<file path="src/rtl/pipe_stage_reg.sv">
// rtl/pipe_stage_reg.sv - generic inter-stage pipeline register with bubble/flush handling
// Optional stall/bubble counters are enabled by defining PIPE_STAGE_PERF_CNT_EN.
module pipe_stage_reg #(
  parameter int unsigned           PAYLOAD_W = 192,
  parameter int unsigned           PC_W      = 32,
  parameter int unsigned           EXC_W     = 5,
  parameter logic [PC_W-1:0]       PC_RST    = 32'h0000_3000,
  parameter logic [PC_W-1:0]       PC_EXC    = 32'h0000_4180
) (
  input  logic                 clk,
  input  logic                 reset,
  input  logic                 stall,
  input  logic                 flush,
  input  logic                 exc_flush,
  input  logic                 in_valid,
  input  logic [PAYLOAD_W-1:0] in_payload,
  input  logic [PC_W-1:0]      in_pc,
  input  logic [EXC_W-1:0]     in_exccode,
  input  logic                 in_delayslot,
  output logic                 out_valid,
  output logic [PAYLOAD_W-1:0] out_payload,
  output logic [PC_W-1:0]      out_pc,
  output logic [EXC_W-1:0]     out_exccode,
  output logic                 out_delayslot
`ifdef PIPE_STAGE_PERF_CNT_EN
  ,
  output logic [31:0]          stall_cnt,
  output logic [31:0]          bubble_cnt
`endif
);

  // Priority per edge: reset > exc_flush > stall > flush > load.
  always_ff @(posedge clk) begin
    if (reset) begin
      out_valid     <= 1'b0;
      out_payload   <= '0;
      out_pc        <= PC_RST;
      out_exccode   <= '0;
      out_delayslot <= 1'b0;
    end else if (exc_flush) begin
      out_valid     <= 1'b0;
      out_payload   <= '0;
      out_pc        <= PC_EXC;
      out_exccode   <= '0;
      out_delayslot <= 1'b0;
    end else if (!stall) begin
      // Bubbles still carry pc/delayslot so an interrupt on the bubble yields a correct EPC.
      out_pc        <= in_pc;
      out_delayslot <= in_delayslot;
      if (flush || !in_valid) begin
        out_valid   <= 1'b0;
        out_payload <= '0;
        out_exccode <= '0;
      end else begin
        out_valid   <= 1'b1;
        out_payload <= in_payload;
        out_exccode <= in_exccode;
      end
    end
  end

`ifdef PIPE_STAGE_PERF_CNT_EN
  logic stall_hit;
  logic bubble_hit;

  assign stall_hit  = stall && !exc_flush;
  assign bubble_hit = !exc_flush && !stall && (flush || !in_valid);

  // Counters saturate rather than wrap; exc_flush leaves them untouched.
  always_ff @(posedge clk) begin
    if (reset) begin
      stall_cnt  <= '0;
      bubble_cnt <= '0;
    end else begin
      if (stall_hit && (stall_cnt != 32'hFFFF_FFFF)) begin
        stall_cnt <= stall_cnt + 32'd1;
      end
      if (bubble_hit && (bubble_cnt != 32'hFFFF_FFFF)) begin
        bubble_cnt <= bubble_cnt + 32'd1;
      end
    end
  end
`endif

endmodule

</file>
<file path="config.mk">
export PLATFORM = sky130hd
export DESIGN_NAME = pipe_stage_reg
export DESIGN_NICKNAME = d
export VERILOG_FILES = /design/src/rtl/pipe_stage_reg.sv
export SDC_FILE = /design/constraint.sdc
export NUM_CORES = 1
export LEC_CHECK = 0
export ABC_CLOCK_PERIOD_IN_PS = 1250
export CORE_AREA = 10 10 171 173
export DETAILED_ROUTE_END_ITERATION = 8
export DIE_AREA = 0 0 181 183
export PLACE_DENSITY_LB_ADDON = 0.05
export SLEW_MARGIN = 0
export SYNTH_ARGS = -nofsm -noshare
export SYNTH_HDL_FRONTEND = slang
export SYNTH_SLANG_ARGS = --single-unit
</file>
<file path="constraint.sdc">
create_clock -name clk -period 1.25 [get_ports clk]
set_input_delay 0.25 -clock clk [delete_from_list [all_inputs] [get_ports clk]]
set_output_delay 0.25 -clock clk [all_outputs]
set_load 0.05 [all_outputs]
</file>
# ---- After elaboration in Yosys (flattened, before gate mapping)
# Cells that the tools add are included.
dict set report word_totals {
  input_bits 236
  wordCells 15
  register_bits 231
}
dict set report classes {
  eq_ne 1
  muxes 5
  n_reduce_logical 3
}
# op n
set ops {}
lappend ops {{192-bit 2-to-1 mux} 1}
lappend ops {{15-bit 2-to-1 mux} 2}
lappend ops {{5-bit 2-to-1 mux} 1}
lappend ops {{2-bit by 1-bit != test with 1-bit output (second input constant)} 1}
lappend ops {{2-bit OR reduction} 1}
lappend ops {{1-bit zero test} 1}
lappend ops {{1-bit logical OR} 1}
lappend ops {{1-bit 2-to-1 mux} 1}

# ---- Depth between registers and ports, before layout
dict set report depth {
  word_depth 3
  ltp_mapped 6
  ltp_nobuf 2
}

# ---- Worst setup path after synthesis
# No wires, ideal clock.
dict set report synth_path {
  kind {input -> register}
  start {input port stall}
  end {register out_payload[150]}
  t_arrival_ps 1176
  setup_slack_ps -43
  stages 6
  setup_time_ps 117
  path_buffers 4
  required_time_ps 1133
  path_cell_list {buf_4 -> nor3b_1 -> buf_2 -> buf_2 -> buf_4 -> a32o_1}
}
# element line_no
set synth_lines {}
lappend synth_lines {{start, declared} 12} ;# input logic stall,
lappend synth_lines {{end signal, assigned} 56} ;# out_payload <= in_payload;
lappend synth_lines {{end, declared} 21} ;# output logic [PAYLOAD_W-1:0] out_payload,

# ---- Worst setup path after layout
dict set report layout_path {
  start {register out_payload[107]}
  end {output port out_payload[107]}
}
# No word-level cell between the ends.

==> metrics.csv <==
stage,metric,value,unit
run_status,status,"finished, violations left",
run_status,violations,setup timing,
clocking,clock-sinks,231,
critical_path,path_class,register to output port,
clocking,cts_tree,done,
critical_path,cp_top_family,flip-flops,
floorplanning,die_h,183,um
sta,slew_headroom,0.8037,
cells_and_area,mostFrequentLayoutCell,buf_12,
sta,fin_crit_sh,1.031,
critical_path,worst_setup_path_start_kind,register,
hold_path,hp-class,input port to register,
synthesis,yosys.area.top_type,dfxtp_1,
route,maxUsedRoutingLayer,met5,
clocking,clk-insertion-delay-late,530,ps
floorplanning,core-area,25760,um^2
placement,dp_hpwl,25470,um
sta,fmax,0.7758,GHz
route,finalWirelength,34240,um
floorplanning,start_util,0.2912,
route,dr.pass1.iters,6,
grt,grt_usage,0.1872,
synthesis,synth-seq-cells,231,
sta,skew,0,ps
synthesis,syn_area,7503,um^2
sta,rsz0062_at_grt,yes,
clocking,numCtsBuffers,27,
cells_and_area,drive_above_1_share,0.5275,
route,drtIter0Drc,344,
placement,portBuffers,466,
floorplanning,die-area,33120,um^2
sta,fin_ws,-39.04,ps
critical_path,max_stage_delay,360,ps
clocking,cts.reportedPaths.clkPinSlew,60,ps
route,drc,0,
synthesis,synth_top_area_frac,0.6163,
critical_path,cp.required,1000,ps
route,ant_nets,0,
cells_and_area,finish.net_count,1286,
cells_and_area,syn_to_final_growth,119.6,%
synthesis,ys_seq_area_frac,0.6163,
synthesis,synthCells,574,
sta,timing_hold_violations_final,0,
critical_path,cp_num_buf_inv,1,
pwr,p_leak,6.258,nW
route,routedWlPerCell,24.29,um
critical_path,critPathCaptureType,output port,
critical_path,path_max_fanout,2,
grt,grt_pass1_vias,7372,
cells_and_area,final_cell_mix,"buf_12 (244), clkdlybuf4s50_1 (232), dfxtp_2 (228)",
grt,grt_pass1_wl,48510,um
pwr,peakVddDrop,854.1,uV
critical_path,arrival,1040,ps
floorplanning,rows,59,
grt,overflow,0,
pwr,power.density,1094,nW/um^2
clocking,root_buffer,clkbuf_16,
grt,grt_max_degree,42,
synthesis,ys_types,19,
critical_path,crit_chain,buf_12,
placement,gp_congestion,0.7441,
floorplanning,dieWidth,181,um
route,dr_wl_met2,17570,um
sta,report.final.slew_viol_count,0,
route,vias,7139,
sta,min_period,1289,ps
sta,holdWs,104.9,ps
clocking,htree_levels,1,
flow_run,drv_cap,0,
synthesis,ys.warnings.count,0,
synthesis,syn-num-nets,810,
sta,worst_slew_pin_slew,294.4,ps
cells_and_area,fin_util,0.6396,
clocking,clockBufferDepth,3,
route,vias_per_cell,5.063,
grt,antenna_found_initial,6,
floorplanning,io_pins,467,
synthesis,synthTopCellsByArea,"dfxtp_1 (62%), a32o_1 (26%), mux2i_1 (4.4%)",
sta,fin_setup_tns,-4788,ps
clocking,cts_hold_buf,0,
route,routed-wl-met3,4052,um
route,m1WireLength,11890,um
synthesis,syn_avg_cell_area,13.07,um^2
sta,finalSetupViolCount,231,
critical_path,critPathSlowestCell,dfxtp_2,
## flip-flops by register name, summed over array words and instances, names as in the netlist
signal,cells
out_payload,192
out_pc,32
out_exccode,5
out_delayslot,1
out_valid,1
## synthesized netlist by cell type, drive strengths merged
cell type,count
nor3b,1
nor4b,1
a21oi,4
buf,53
mux2i,33
nand2,1
o21bai,2
clkbuf,19
inv,2
nor2,28
or2,1
dfxtp,231
or3b,1
a32o,197
## cells by family after synthesis
| kind of cell | after synthesis | synth area share |
|---|---|---|
| AO/OA/AOI/OAI | 203 | 0.2675 |
| buffers and inverters | 74 | 0.05269 |
| flip-flops | 231 | 0.6163 |
| multiplexers | 33 | 0.04402 |
| AND/OR/NAND/NOR | 33 | 0.01951 |
## worst reg2reg max path: cells and delay by family, from the launching register on
family | cells | cell delay (ps)
buffers and inverters | 1 | 130
flip-flops | 1 | 330
AO/OA/AOI/OAI | 1 | 210
## area by class of cell
class	instances	area [um^2]
Clock inverter	12	145.1
Clock buffer	38	767.0
Fill cell	1954	9285
Sequential cell	231	4921
Multi-Input combinational cell	269	2504
Inverter	2	12.51
Tap cell	335	419.2
Antenna cell	4	10.01
Timing Repair Buffer	519	7700
## layer usage
layer,vias up,GRT usage
met5,-,0
met4,4,0.04946
met3,49,0.09646
met2,327,0.3378
met1,3457,0.1861
li1,3302,-
## what timing repair did
action | in CTS | in global routing
pin swaps | 0 | 1
hold endpoints to repair | 0 | 0
setup endpoints to repair | 241 | 348
resized for setup | 233 | 17
buffers inserted | 1 | 4
gates cloned | 0 | 8
## final timing paths
| kind | startpoint | endpoint | slack, ps | cells after the start |
|---|---|---|---|---|
| worst min-delay path | flush | out_valid$_SDFFE_PP0N_ | 100 | 3 |
| worst min register to register | out_payload[106]$_SDFFE_PP0N_ | out_payload[106]$_SDFFE_PP0N_ | 490 | 1 |
| worst max register to register | out_payload[16]$_SDFFE_PP0N_ | out_payload[16]$_SDFFE_PP0N_ | 470 | 2 |
| worst max-delay path | out_payload[107]$_SDFFE_PP0N_ | out_payload[107] | -40 | 1 |
## where the power goes
group	switching, mW	leakage, nW	internal [mW]
clock	3.16	0.450	4.89
combinational	0.995	3.83	1.37
sequential	0.123	1.98	7.50
## metrics by stage
step           std cells  area [um^2]  total power [mW]  setup slack [ps]
5_1_grt             1409        16480             18.69            -79.77
3_3_place_gp        1343        15000             10.05            -540.3
4_1_cts             1394        16210             18.23            -66.85
6_report            1410        16480             18.03            -39.04
2_1_floorplan        574         7538             8.548            -13.66
3_5_place_dp        1343        15000             10.07            -570.3
(Power assumes the default switching activity.)
